`src/rtl/weather_tree_pkg.sv`:
```
// Shared types and constants for the weather decision-tree classifier.
package weather_tree_pkg;

  localparam int N_FEAT    = 4;
  localparam int FEAT_W    = 4;
  localparam int N_NODES   = 16;
  localparam int ADDR_W    = $clog2(N_NODES);
  localparam int CLASS_W   = 3;
  localparam int MAX_DEPTH = 8;
  localparam int SEL_W     = $clog2(N_FEAT);
  localparam int DEPTH_W   = $clog2(MAX_DEPTH + 1);

  localparam logic [CLASS_W-1:0] ERR_CLASS   = {CLASS_W{1'b1}};
  localparam logic [CLASS_W-1:0] CLASS_SUNNY = 3'd0;
  localparam logic [CLASS_W-1:0] CLASS_RAINY = 3'd1;
  localparam logic [CLASS_W-1:0] CLASS_SNOWY = 3'd6;

  typedef struct packed {
    logic               leaf;
    logic [SEL_W-1:0]   feat_sel;
    logic [FEAT_W-1:0]  thresh;
    logic [ADDR_W-1:0]  left;
    logic [ADDR_W-1:0]  right;
    logic [CLASS_W-1:0] class_code;
  } node_t;

  typedef enum logic [1:0] {
    ST_IDLE = 2'd0,
    ST_WALK = 2'd1,
    ST_DONE = 2'd2
  } state_t;

  // An unloaded node is a leaf reporting the error class.
  localparam node_t NODE_RESET = '{
    leaf:       1'b1,
    feat_sel:   {SEL_W{1'b0}},
    thresh:     {FEAT_W{1'b0}},
    left:       {ADDR_W{1'b0}},
    right:      {ADDR_W{1'b0}},
    class_code: ERR_CLASS
  };

  function automatic logic [FEAT_W-1:0] feat_pick(
    input logic [N_FEAT*FEAT_W-1:0] vec,
    input logic [SEL_W-1:0]         sel
  );
    return vec[int'(sel)*FEAT_W +: FEAT_W];
  endfunction

  function automatic logic feat_sel_ok(input logic [SEL_W-1:0] sel);
    return (int'(sel) < N_FEAT);
  endfunction

endpackage

```
`src/rtl/weather_tree_engine_if.sv`:
```
// Handshake and configuration bus of weather_tree_engine.
// WTREE_DEPTH_OUT_EN adds the out_depth signal.
interface weather_tree_engine_if;
  import weather_tree_pkg::*;

  logic                     in_valid;
  logic                     in_ready;
  logic [N_FEAT*FEAT_W-1:0] in_feat;
  logic                     out_valid;
  logic                     out_ready;
  logic [CLASS_W-1:0]       out_class;
  logic                     out_err;
  logic                     cfg_we;
  logic [ADDR_W-1:0]        cfg_addr;
  logic                     cfg_leaf;
  logic [SEL_W-1:0]         cfg_feat_sel;
  logic [FEAT_W-1:0]        cfg_thresh;
  logic [ADDR_W-1:0]        cfg_left;
  logic [ADDR_W-1:0]        cfg_right;
  logic [CLASS_W-1:0]       cfg_class;
  logic                     cfg_busy;
`ifdef WTREE_DEPTH_OUT_EN
  logic [DEPTH_W-1:0]       out_depth;
`endif

  modport master (
    output in_valid, in_feat, out_ready,
    output cfg_we, cfg_addr, cfg_leaf, cfg_feat_sel, cfg_thresh, cfg_left, cfg_right, cfg_class,
    input  in_ready, out_valid, out_class, out_err, cfg_busy
`ifdef WTREE_DEPTH_OUT_EN
    , input out_depth
`endif
  );

  modport slave (
    input  in_valid, in_feat, out_ready,
    input  cfg_we, cfg_addr, cfg_leaf, cfg_feat_sel, cfg_thresh, cfg_left, cfg_right, cfg_class,
    output in_ready, out_valid, out_class, out_err, cfg_busy
`ifdef WTREE_DEPTH_OUT_EN
    , output out_depth
`endif
  );

endinterface

```
`src/rtl/wtree_node_table.sv`:
```
// Node table: register file with one synchronous write port and one combinational read port.
module wtree_node_table
  import weather_tree_pkg::*;
(
  input  logic              clk,
  input  logic              rst,
  input  logic              we,
  input  logic [ADDR_W-1:0] waddr,
  input  node_t             wdata,
  input  logic [ADDR_W-1:0] raddr,
  output node_t             rdata
);

  node_t mem_r [N_NODES];

  // Table storage; reset returns every entry to an error leaf
  always_ff @(posedge clk or posedge rst) begin
    if (rst) begin
      for (int i = 0; i < N_NODES; i++) begin
        mem_r[i] <= NODE_RESET;
      end
    end else if (we) begin
      mem_r[waddr] <= wdata;
    end
  end

  assign rdata = mem_r[raddr];

endmodule

```
`src/rtl/weather_tree_engine.sv`:
```
// Table-driven decision-tree classifier: walks one node per clock over a latched feature vector.
// Optional WTREE_DEPTH_OUT_EN build reports the number of internal nodes traversed.
module weather_tree_engine (
  input logic                  clk,
  input logic                  rst,
  weather_tree_engine_if.slave bus
);
  import weather_tree_pkg::*;

  state_t                   state_r, state_next_s;
  logic [N_FEAT*FEAT_W-1:0] feat_r, feat_next_s;
  logic [ADDR_W-1:0]        node_ptr_r, node_ptr_next_s;
  logic [DEPTH_W-1:0]       steps_r, steps_next_s, steps_inc_s;
  logic [CLASS_W-1:0]       class_r, class_next_s;
  logic                     err_r, err_next_s;
  logic                     in_ready_r, out_valid_r, busy_r;
  logic                     tbl_we_s;
  node_t                    wr_node_s, node_s;

  // Table writes are only taken while idle so a walk always sees a frozen table.
  assign tbl_we_s  = bus.cfg_we & (state_r == ST_IDLE);
  assign wr_node_s = '{
    leaf:       bus.cfg_leaf,
    feat_sel:   bus.cfg_feat_sel,
    thresh:     bus.cfg_thresh,
    left:       bus.cfg_left,
    right:      bus.cfg_right,
    class_code: bus.cfg_class
  };

  wtree_node_table u_table (
    .clk   (clk),
    .rst   (rst),
    .we    (tbl_we_s),
    .waddr (bus.cfg_addr),
    .wdata (wr_node_s),
    .raddr (node_ptr_r),
    .rdata (node_s)
  );

  assign steps_inc_s = steps_r + {{(DEPTH_W-1){1'b0}}, 1'b1};

  // Next-state and datapath decode for the walk
  always_comb begin
    state_next_s    = state_r;
    feat_next_s     = feat_r;
    node_ptr_next_s = node_ptr_r;
    steps_next_s    = steps_r;
    class_next_s    = class_r;
    err_next_s      = err_r;
    case (state_r)
      ST_IDLE: begin
        if (bus.in_valid) begin
          state_next_s    = ST_WALK;
          feat_next_s     = bus.in_feat;
          node_ptr_next_s = {ADDR_W{1'b0}};
          steps_next_s    = {DEPTH_W{1'b0}};
        end else begin
          state_next_s = ST_IDLE;
        end
      end
      ST_WALK: begin
        if (node_s.leaf) begin
          class_next_s = node_s.class_code;
          err_next_s   = 1'b0;
          state_next_s = ST_DONE;
        end else if (!feat_sel_ok(node_s.feat_sel)) begin
          class_next_s = ERR_CLASS;
          err_next_s   = 1'b1;
          state_next_s = ST_DONE;
        end else begin
          steps_next_s = steps_inc_s;
          if (feat_pick(feat_r, node_s.feat_sel) <= node_s.thresh) begin
            node_ptr_next_s = node_s.left;
          end else begin
            node_ptr_next_s = node_s.right;
          end
          // Depth limit also breaks any loop a bad table might contain.
          if (steps_inc_s == DEPTH_W'(MAX_DEPTH)) begin
            class_next_s = ERR_CLASS;
            err_next_s   = 1'b1;
            state_next_s = ST_DONE;
          end else begin
            state_next_s = ST_WALK;
          end
        end
      end
      ST_DONE: begin
        if (bus.out_ready) begin
          state_next_s = ST_IDLE;
        end else begin
          state_next_s = ST_DONE;
        end
      end
      default: begin
        state_next_s = ST_IDLE;
      end
    endcase
  end

  // State, datapath and registered handshake outputs
  always_ff @(posedge clk or posedge rst) begin
    if (rst) begin
      state_r     <= ST_IDLE;
      feat_r      <= {(N_FEAT*FEAT_W){1'b0}};
      node_ptr_r  <= {ADDR_W{1'b0}};
      steps_r     <= {DEPTH_W{1'b0}};
      class_r     <= {CLASS_W{1'b0}};
      err_r       <= 1'b0;
      in_ready_r  <= 1'b1;
      out_valid_r <= 1'b0;
      busy_r      <= 1'b0;
    end else begin
      state_r     <= state_next_s;
      feat_r      <= feat_next_s;
      node_ptr_r  <= node_ptr_next_s;
      steps_r     <= steps_next_s;
      class_r     <= class_next_s;
      err_r       <= err_next_s;
      in_ready_r  <= (state_next_s == ST_IDLE);
      out_valid_r <= (state_next_s == ST_DONE);
      busy_r      <= (state_next_s != ST_IDLE);
    end
  end

  assign bus.in_ready  = in_ready_r;
  assign bus.out_valid = out_valid_r;
  assign bus.out_class = class_r;
  assign bus.out_err   = err_r;
  assign bus.cfg_busy  = busy_r;

`ifdef WTREE_DEPTH_OUT_EN
  logic [DEPTH_W-1:0] depth_r;

  // Step count captured as the walk finishes, held alongside the class
  always_ff @(posedge clk or posedge rst) begin
    if (rst) begin
      depth_r <= {DEPTH_W{1'b0}};
    end else if ((state_r == ST_WALK) && (state_next_s == ST_DONE)) begin
      depth_r <= steps_next_s;
    end else begin
      depth_r <= depth_r;
    end
  end

  assign bus.out_depth = depth_r;
`endif

endmodule

```
`src/flat_wrapper.sv`:
```
// flat-port wrapper written by rule: the top's interface ports become plain ports
module weather_tree_engine_flat import weather_tree_pkg::*;
  (clk, rst, bus_in_valid, bus_in_feat, bus_out_ready, bus_cfg_we, bus_cfg_addr, bus_cfg_leaf, bus_cfg_feat_sel, bus_cfg_thresh, bus_cfg_left, bus_cfg_right, bus_cfg_class, bus_in_ready, bus_out_valid, bus_out_class, bus_out_err, bus_cfg_busy);
  weather_tree_engine_if bus_i ();
  input logic clk;
  input logic rst;
  input wire logic [$bits(bus_i.in_valid)-1:0] bus_in_valid;
  input wire logic [$bits(bus_i.in_feat)-1:0] bus_in_feat;
  input wire logic [$bits(bus_i.out_ready)-1:0] bus_out_ready;
  input wire logic [$bits(bus_i.cfg_we)-1:0] bus_cfg_we;
  input wire logic [$bits(bus_i.cfg_addr)-1:0] bus_cfg_addr;
  input wire logic [$bits(bus_i.cfg_leaf)-1:0] bus_cfg_leaf;
  input wire logic [$bits(bus_i.cfg_feat_sel)-1:0] bus_cfg_feat_sel;
  input wire logic [$bits(bus_i.cfg_thresh)-1:0] bus_cfg_thresh;
  input wire logic [$bits(bus_i.cfg_left)-1:0] bus_cfg_left;
  input wire logic [$bits(bus_i.cfg_right)-1:0] bus_cfg_right;
  input wire logic [$bits(bus_i.cfg_class)-1:0] bus_cfg_class;
  output wire logic [$bits(bus_i.in_ready)-1:0] bus_in_ready;
  output wire logic [$bits(bus_i.out_valid)-1:0] bus_out_valid;
  output wire logic [$bits(bus_i.out_class)-1:0] bus_out_class;
  output wire logic [$bits(bus_i.out_err)-1:0] bus_out_err;
  output wire logic [$bits(bus_i.cfg_busy)-1:0] bus_cfg_busy;
  assign bus_i.in_valid = bus_in_valid;
  assign bus_i.in_feat = bus_in_feat;
  assign bus_i.out_ready = bus_out_ready;
  assign bus_i.cfg_we = bus_cfg_we;
  assign bus_i.cfg_addr = bus_cfg_addr;
  assign bus_i.cfg_leaf = bus_cfg_leaf;
  assign bus_i.cfg_feat_sel = bus_cfg_feat_sel;
  assign bus_i.cfg_thresh = bus_cfg_thresh;
  assign bus_i.cfg_left = bus_cfg_left;
  assign bus_i.cfg_right = bus_cfg_right;
  assign bus_i.cfg_class = bus_cfg_class;
  assign bus_in_ready = bus_i.in_ready;
  assign bus_out_valid = bus_i.out_valid;
  assign bus_out_class = bus_i.out_class;
  assign bus_out_err = bus_i.out_err;
  assign bus_cfg_busy = bus_i.cfg_busy;
  weather_tree_engine u_core (.clk(clk), .rst(rst), .bus(bus_i));
endmodule
```
`config.mk`:
```
export PLATFORM = sky130hd
export DESIGN_NAME = weather_tree_engine_flat
export DESIGN_NICKNAME = d
export VERILOG_FILES = /design/src/rtl/weather_tree_pkg.sv /design/src/rtl/weather_tree_engine_if.sv /design/src/rtl/wtree_node_table.sv /design/src/rtl/weather_tree_engine.sv /design/src/flat_wrapper.sv
export SDC_FILE = /design/constraint.sdc
export NUM_CORES = 1
export LEC_CHECK = 0
export BUFFER_PORTS_ARGS = -buffer_cell sky130_fd_sc_hd__clkbuf_2
export CAP_MARGIN = 0
export CELL_PAD_IN_SITES_DETAIL_PLACEMENT = 1
export CELL_PAD_IN_SITES_GLOBAL_PLACEMENT = 1
export CORE_MARGIN = 2
export CORE_UTILIZATION = 57
export CTS_CLUSTER_DIAMETER = 120
export DETAILED_ROUTE_END_ITERATION = 10
export GPL_ROUTABILITY_DRIVEN = 1
export GPL_TIMING_DRIVEN = 0
export PLACE_DENSITY_LB_ADDON = 0.3
export SKIP_LAST_GASP = 1
export SYNTH_ARGS = -nofsm -noshare
export SYNTH_HDL_FRONTEND = slang
export SYNTH_SLANG_ARGS = --single-unit
```
`constraint.sdc`:
```
create_clock -name clk -period 28.8 [get_ports clk]
set_input_delay 7.2 -clock clk [delete_from_list [all_inputs] [get_ports clk]]
set_output_delay 7.2 -clock clk [all_outputs]
set_load 0.02 [all_outputs]
```
# Yosys cells after proc, flatten, opt, wreduce, memory -nomap -nowiden
# Cells that the tools add are included.
# op_classes
n_eq_ne	6
shifts	1
addsub	1
n_mux	21
reduce_logical	9
bitwise_logic	3
magnitude_cmp	4
# ops
operator	count
288-bit bitwise mux	1
18-bit binary-select mux with 4-bit select	1
18-bit demux with 4-bit select	1
18-bit 2-to-1 mux	3
4-bit 2-to-1 mux	4
4-bit case mux with 2 select lines	2
16-bit by 5-bit variable part select with 4-bit output	1
5-bit >= comparator, second input constant	2
4-bit NOT with 5-bit output	2
2-bit 2-to-1 mux	3
3-bit 2-to-1 mux	2
2-bit case mux with 3 select lines	1
2-bit nonzero test	3
5-bit by 1-bit < comparator with 1-bit output, second input constant	1
4-bit by 1-bit adder with 4-bit output, second input constant	1
2-bit == test, second input constant	2
4-bit == test, second input constant	1
4-bit <= comparator	1
2-bit logical NOT	2
2-bit != test, second input constant	2
2-bit AND reduction	2
1-bit 2-to-1 mux	3
3-bit AND reduction	1
2-bit by 1-bit == test with 1-bit output, second input constant	1
other kinds (2)	2
# word_totals
regBits	321
output_inout_bits	7
inputBits	43
wordCells	150

# Longest topological paths before layout
# Gate-level depths: netlist of run 1.
# depth
depth_word	9
depth_mapped	15
ltp_nobuf	11

# By module
# Synthesis of run 1 repeated with hierarchy kept, for this count alone.
# unflattened
hier_cells	921
area_unflattened_um2	14676.6
# modules_own_cells
mod	instances	cells_per_inst	area_each_um2	seq_area_each_um2
wtree_node_table	1	798	13060.0	7287.0
weather_tree_engine	1	123	1616.6	827.0

# Least setup slack after synthesis of run 1
# OpenSTA, ideal clock, no wires.
# synth_timing
path_type	input-to-reg
startpoint	in bus_cfg_addr[2]
endpoint	reg u_core.u_table.mem_r[39] (netlist name)
required_ns	28.675
arrival_ns	8.757
stages	5
n_path_buf	2
setup_ns	0.125
slack_ns	19.918
cell_sequence	clkbuf_1 > nand2_1 > nor2_1 > buf_2 > mux2_2
# synth_between
elab_chain_len	6
word_cells_on_any_way	7
classes_between	order compare: 2; mux: 3; bitwise: 1; reduce/logical: 1
# synth_rtl
item	line_no	rtl
from (decl)	flat_wrapper.sv:11	input wire logic [$bits(bus_i.cfg_addr)-1:0] bus_cfg_addr;
4-bit NOT with 5-bit output (not written as such) (*)	wtree_node_table.sv:23	mem_r[waddr] <= wdata;
5-bit >= comparator (not written as such) / 5-bit by 1-bit < comparator with 1-bit output (equally long branches)	wtree_node_table.sv:23	
1-bit logical AND (not written as such)	wtree_node_table.sv:23	
18-bit 2-to-1 mux (not written as such)	wtree_node_table.sv:23	
18-bit demux with 4-bit select (*)	wtree_node_table.sv:23	
288-bit bitwise mux (*)	wtree_node_table.sv:23	
to (signal, indexed assignment)	wtree_node_table.sv:23	
to (decl)	wtree_node_table.sv:14	node_t mem_r [N_NODES];
# Every way passes the cells marked *; elsewhere a longest branch is shown, timed or not.
# A chain may end at the register's enable or synchronous reset.

# Final worst setup path of run 1
# layout_timing
startpoint	in bus_cfg_we
endpoint	reg u_core.u_table.mem_r[262] (netlist name)
# layout_between
elab_chain_len	1
# layout_rtl
item	line_no	rtl
from (decl)	flat_wrapper.sv:10	input wire logic [$bits(bus_i.cfg_we)-1:0] bus_cfg_we;
1-bit AND	weather_tree_engine.sv:21	assign tbl_we_s = bus.cfg_we & (state_r == ST_IDLE);
# Every way passes these cells.

==> flow_summary.json, run 1 <==
{
  "nets": 1084,
  "cts_buffer_depth": 3,
  "syn_area_um2": 14760,
  "grt_use_total_pct": 32.66,
  "cts_resized": 0,
  "power.density_nw_per_um2": 112.0,
  "antenna_found_initial": 0,
  "cts-root-buf": "clkbuf_16",
  "fmax_ghz": 0.1041,
  "tightest_slew_ns": 1.473,
  "worstPathArrival_ns": 9.99,
  "critical_path.max_stage_delay_ns": 1.14,
  "finalPower_mw": 1.868,
  "finalSetupViolCount": 0,
  "yosysUniqueCellTypes": 48,
  "leakagePower_nw": 7.472,
  "fp-row-count": 58,
  "clock_skew_ns": 0.01636,
  "start_util_pct": 58.29,
  "die_area_um2": 27210,
  "grt_pass1_wl_mm": 64.63,
  "ir_worst_vdd_uv": 68.52,
  "cts-buffers-inserted": 35,
  "synth_cells": 950,
  "yosys_most_used_dff": "dfrtp_1",
  "hpwl_mm": 25.50,
  "fp.dieH_um": 164.9,
  "cts_max_level": 2,
  "fin_crit_ns": 9.606,
  "antenna_cells": 0,
  "crit_path_end_kind": "flip-flop",
  "synth_nets": 998,
  "io_pins": 50,
  "path_cells": "clkbuf_2, nor3b_2, nand3b_1, nor3_2, buf_2, mux2_2",
  "first_global_vias": 10200,
  "seqCellArea_um2": 8114,
  "synth-seq-cells": 321,
  "first_iter_violations": 654,
  "grt_remaining_overflow": 0,
  "area_growth_pct": 12.95,
  "tritoncts": "built",
  "drt-total-wl_mm": 42.01,
  "path_delay_family": "simple AND/OR/NAND/NOR gates",
  "cp_slowest_cell": "nor3_2",
  "holdCritPathClass": "flip-flop to flip-flop",
  "synth-edff-count": 0,
  "remaining_drc_errors": 0,
  "timing.slew.headroom_pct": 1.269,
  "num_vias": 9013,
  "async_flop_share_pct": 100.0,
  "synth-seq-area-share_pct": 54.96,
  "status": "finished with violations",
  "post-route-period-util_pct": 33.35,
  "final_common_cell": "mux2_2",
  "stdcell_count": 1391,
  "clk_pin_slew_worst_paths_ns": 0.06,
  "multiInputGateArea_um2": 6250,
  "drive_gt1_share_pct": 55.42,
  "critPathLaunchType": "input pin",
  "clkSinkCount": 321,
  "drv_cap": 1,
  "core_um2": 25330,
  "die_w_um": 164.9,
  "final_util_pct": 65.84,
  "routabilityCongestion": 0.8092,
  "hold_viol": 0,
  "via_per_inst": 6.480,
  "cp_max_fo": 10,
  "tns_ns": 0,
  "yosysWarningCount": 0,
  "routedWlPerCell_um": 30.20,
  "first_pass_iters": 4,
  "clk_latency_ns": 0.52,
  "layout_common_cells": "mux2_2 (295), dfrtp_1 (256), mux4_2 (80)",
  "worstSetupPathType": "input pin to flip-flop",
  "hold_buffers": 0,
  "maxSlewViolCount": 0,
  "postSynthAreaPerCell_um2": 15.54,
  "nFillCells": 2262,
  "drtAntennaViolNets": 0,
  "grt_max_degree": 124,
  "violations": "capacitance limit",
  "rsz0062_at_grt": "false",
  "critPathRequiredTime_ns": 29.19,
  "port_buffers": 47,
  "post-cts-setup-buffer-count": 0,
  "worst-path-buf-inv": 2,
  "placed_cells": 1329
}
[layout make-up]
class / count / share of cell area, %
Tap cell: 330 / 2.476
Buffer: 67 / 2.243
Inverter: 7 / 0.2026
Clock buffer: 49 / 6.303
Sequential cell: 321 / 48.66
Timing Repair Buffer: 49 / 1.741
Multi-Input combinational cell: 555 / 37.48
Clock inverter: 13 / 0.9004
[sequential cells by signal (all words and copies together) (netlist names)]
name / count
u_core.bus.cfg_busy: 1
u_core.bus.in_ready: 1
u_core.bus.out_class: 3
u_core.bus.out_err: 1
u_core.bus.out_valid: 1
u_core.feat_r: 16
u_core.node_ptr_r: 4
u_core.state_r: 2
u_core.steps_r: 4
u_core.u_table.mem_r: 288
[through the flow]
stage          worst slack (ns)  area (um^2)  hold slack (ns)
4_1_cts                   19.34        16680           0.4880
6_report                  19.19        16680           0.4835
3_3_place_gp              9.376        15410           0.4591
2_1_floorplan             12.82        14760           0.4450
3_5_place_dp              18.88        15470           0.4734
5_1_grt                   19.20        16680           0.5113
[cells by family (layout without fill, tap and decap cells)]
| logic type | count (synthesis) | after routing | synth area share, % |
|---|---|---|---|
| multiplexers | 401 | 401 | 36.47 |
| flip-flops | 321 | 321 | 54.96 |
| AND/OR/NAND/NOR | 118 | 118 | 3.966 |
| buffers and inverters | 74 | 185 | 2.712 |
| AO/OA/AOI/OAI | 29 | 29 | 1.356 |
| adder cells (fa/ha/maj) | 5 | 5 | 0.4237 |
| XOR/XNOR | 2 | 2 | 0.1187 |
[cell usage after synthesis, types with 2 or more instances]
library cell / instances / share of area (%)
nor2b_1: 5 / 0.21
dfstp_2: 65 / 12
a21oi_1: 2 / 0.068
nand2b_1: 6 / 0.25
and3_1: 2 / 0.085
a22oi_1: 2 / 0.10
nand2_1: 64 / 1.6
and2_1: 3 / 0.13
mux4_2: 80 / 12
o22a_1: 5 / 0.30
buf_1: 2 / 0.051
nand3b_1: 4 / 0.20
buf_6: 10 / 0.76
ha_1: 5 / 0.42
clkbuf_1: 31 / 0.79
dfrtp_1: 256 / 43
mux2_2: 295 / 23
nor2_1: 11 / 0.28
buf_2: 17 / 0.58
nand3_1: 10 / 0.34
o21ai_0: 3 / 0.10
a31oi_1: 2 / 0.085
mux2i_1: 26 / 1.8
buf_4: 7 / 0.36
inv_1: 7 / 0.18
nor2_4: 3 / 0.23
o21ai_1: 6 / 0.20
[report_power, final]
group / internal, mW / leakage, nW / switching, mW
Sequential: 0.677 / 4.01 / 0.126
Combinational: 0.321 / 2.87 / 0.275
Clock: 0.282 / 0.586 / 0.187
[metal layers]
| layer | GRT usage, % | vias to the layer above | share of wire [%] |
|---|---|---|---|
| li1 | - | 3679 | - |
| met1 | 41.73 | 4893 | 40 |
| met2 | 56.28 | 325 | 51 |
| met3 | 5.726 | 116 | 5.1 |
| met4 | 12.13 | 0 | 4.1 |
| met5 | 0 | - | 0 |
[path summary, 6_finish.rpt]
kind | slack, ns | from | to | depth (start not counted)
min in group asynchronous | 6.77 | rst | u_core.u_table.mem_r[194] | 2
max in group asynchronous | 20.56 | rst | u_core.feat_r[1] | 4
setup / recovery | 19.19 | bus_cfg_we | u_core.u_table.mem_r[262] | 6
hold / removal | 0.48 | u_core.feat_r[9] | u_core.feat_r[9] | 2
hold reg to reg | 0.48 | u_core.feat_r[9] | u_core.feat_r[9] | 2
setup reg to reg | 23.83 | u_core.node_ptr_r[2] | u_core.node_ptr_r[3] | 11
[worst register-to-register path: cells and delay by family, from the launching register on]
kind | cells | cell delay, ns
multiplexers | 2 | 0.83
adder cells (fa/ha/maj) | 1 | 0.27
flip-flops | 1 | 0.55
buffers and inverters | 4 | 1.59
AND/OR/NAND/NOR | 2 | 0.55
AO/OA/AOI/OAI | 2 | 1.05
No activity file was read; power rests on OpenSTA's default activity.
==> run 2: changes to the inputs <==
--- a/config.mk
+++ b/config.mk
@@ -10,7 +10,7 @@
 export CELL_PAD_IN_SITES_DETAIL_PLACEMENT = 1
 export CELL_PAD_IN_SITES_GLOBAL_PLACEMENT = 1
 export CORE_MARGIN = 2
-export CORE_UTILIZATION = 57
+export CORE_UTILIZATION = 48
 export CTS_CLUSTER_DIAMETER = 120
 export DETAILED_ROUTE_END_ITERATION = 10
 export GPL_ROUTABILITY_DRIVEN = 1
==> constraint.sdc (replaced) <==
create_clock -name clk -period 8.1 [get_ports clk]
set_input_delay 2.025 -clock clk [delete_from_list [all_inputs] [get_ports clk]]
set_output_delay 2.025 -clock clk [all_outputs]
set_load 0.02 [all_outputs]
==> flow_summary.json, run 2 (same netlist as run 1, synthesis figures left out) <==
{
  "clk_latency_ns": 0.52,
  "critPathLaunchType": "flip-flop",
  "clock_skew_ns": 0.02116,
  "status": "finished clean",
  "cts_max_level": 2,
  "fin_crit_ns": 4.989,
  "final_common_cell": "mux2_2",
  "finalPower_mw": 6.473,
  "clkSinkCount": 321,
  "post-route-period-util_pct": 61.59,
  "final_util_pct": 55.39,
  "dr_wl_met2_mm": 19.23,
  "post-cts-setup-buffer-count": 0,
  "first_global_vias": 9751,
  "drive_gt1_share_pct": 55.17,
  "leakagePower_nw": 7.516,
  "cts-root-buf": "clkbuf_16",
  "port_buffers": 47,
  "top_register": "u_core.u_table.mem_r",
  "io_pins": 50,
  "routedWlPerCell_um": 26.33,
  "die_area_um2": 32180,
  "rsz0062_at_grt": "false",
  "num_vias": 8698,
  "first_pass_iters": 4,
  "antenna_found_initial": 1,
  "holdCritPathClass": "flip-flop to flip-flop",
  "critical_path.max_stage_delay_ns": 0.77,
  "worst-path-buf-inv": 4,
  "power.density_nw_per_um2": 384.1,
  "r2r_setup_slack_ns": 3.11,
  "cp_slowest_cell": "buf_1",
  "path_delay_family": "buffers and inverters",
  "stdcell_count": 1470,
  "hpwl_mm": 25.04,
  "drt-total-wl_mm": 38.71,
  "ir_worst_vdd_uv": 164.2,
  "cpMostUsedCell": "buf_2",
  "nets": 1093,
  "area_growth_pct": 14.16,
  "core_um2": 30430,
  "grt_max_degree": 43,
  "dr_wl_met3_mm": 1.802,
  "cts_resized": 0,
  "layout_common_cells": "mux2_2 (295), dfrtp_1 (256), mux4_2 (80)",
  "cts-buffers-inserted": 37,
  "fmax_ghz": 0.2004,
  "tritoncts": "built",
  "fp-row-count": 64,
  "grt_pass1_wl_mm": 59.55,
  "cp_max_fo": 10,
  "timing.slew.headroom_pct": 8.592,
  "drtAntennaViolNets": 0,
  "maxSlewViolCount": 0,
  "worstSetupPathType": "flip-flop to flip-flop",
  "worstPathArrival_ns": 5.40,
  "path_cells": "buf_2, buf_2, buf_1, mux4_2, inv_1, ha_1, and3b_1, a2111oi_0, nor2_1, mux2_2, a221oi_1",
  "placed_cells": 1401,
  "finalSetupViolCount": 0,
  "clk_pin_slew_worst_paths_ns": 0.06,
  "grt_use_total_pct": 25.22,
  "cts_buffer_depth": 3,
  "routed.top_layer": "met4",
  "timing.hold.ws_ns": 0.4758,
  "first_iter_violations": 455,
  "tightest_slew_ns": 1.366,
  "largestRegisters": "u_core.u_table.mem_r (288), u_core.feat_r (16)",
  "hold_viol": 0,
  "crit_path_end_kind": "flip-flop",
  "fp.dieH_um": 179.4,
  "routabilityCongestion": 0.7415,
  "remaining_drc_errors": 0,
  "critPathRequiredTime_ns": 8.51,
  "start_util_pct": 48.52,
  "wirelength_met1_mm": 16.50,
  "die_w_um": 179.4,
  "hold_buffers": 0,
  "via_per_inst": 5.917,
  "grt_remaining_overflow": 0,
  "drv_cap": 0,
  "largest_reg_flops": 288
}
==> run 2: changes by cell type in the layout (fill, tap and decap cells not counted), sizes merged <==
cell,previous run,this run
buf,38,45
bufinv,3,0
clkinv,7,5
clkinvlp,3,2
diode,0,1
inv,7,8
clkbuf,127,137
==> run 2: where the power goes <==
part           total (mW)  internal, mW  switching (mW)
Sequential           2.78          2.41           0.378
Combinational        2.07          1.14           0.924
Clock                1.62         0.961           0.660
==> run 2: path summary, 6_finish.rpt <==
check | from | to | depth (start not counted)
worst min-delay path | u_core.feat_r[15] | u_core.feat_r[15] | 2
max in group asynchronous | rst | u_core.u_table.mem_r[45] | 5
worst max-delay path | u_core.node_ptr_r[2] | u_core.node_ptr_r[3] | 11
min in group asynchronous | rst | u_core.u_table.mem_r[277] | 2
worst min register to register | u_core.feat_r[15] | u_core.feat_r[15] | 2
worst max register to register | u_core.node_ptr_r[2] | u_core.node_ptr_r[3] | 11
==> run 2: area by class of cell <==
cell class	count	area [um^2]
clock inverters	8	50.05
clock buffers	59	1132
plain buffers	67	374.1
fillers	2853	13570
inverters	7	30.03
diodes	1	2.502
repair buffers	56	406.6
multi-input cells	555	6250
flip-flops and latches	321	8114
well taps	396	495.5
==> run 2: metal layers <==
metal	vias to the layer above	GRT usage, %
met4	0	8.300
met3	71	3.734
li1	3699	-
met5	-	0
met2	187	42.70
met1	4741	33.63
==> run 2: through the flow <==
stage               TNS [ns]  setup WS, ns  instance area [um^2]
finish                     0         3.111                 16850
global route               0         2.950                 16850
CTS                        0         3.107                 16840
detailed placement         0         3.108                 15660
global placement      -38.08       -0.1825                 15500
floorplan                  0         1.847                 14770
==> run 2: worst register-to-register path, stage by stage, from the launching register on <==
cell and delay (ns):
dfrtp_1 0.51, buf_2 0.43, buf_2 0.39, buf_1 0.78, mux4_2 0.46, inv_1 0.14
ha_1 0.28, and3b_1 0.18, a2111oi_0 0.62, nor2_1 0.41, mux2_2 0.42, a221oi_1 0.29
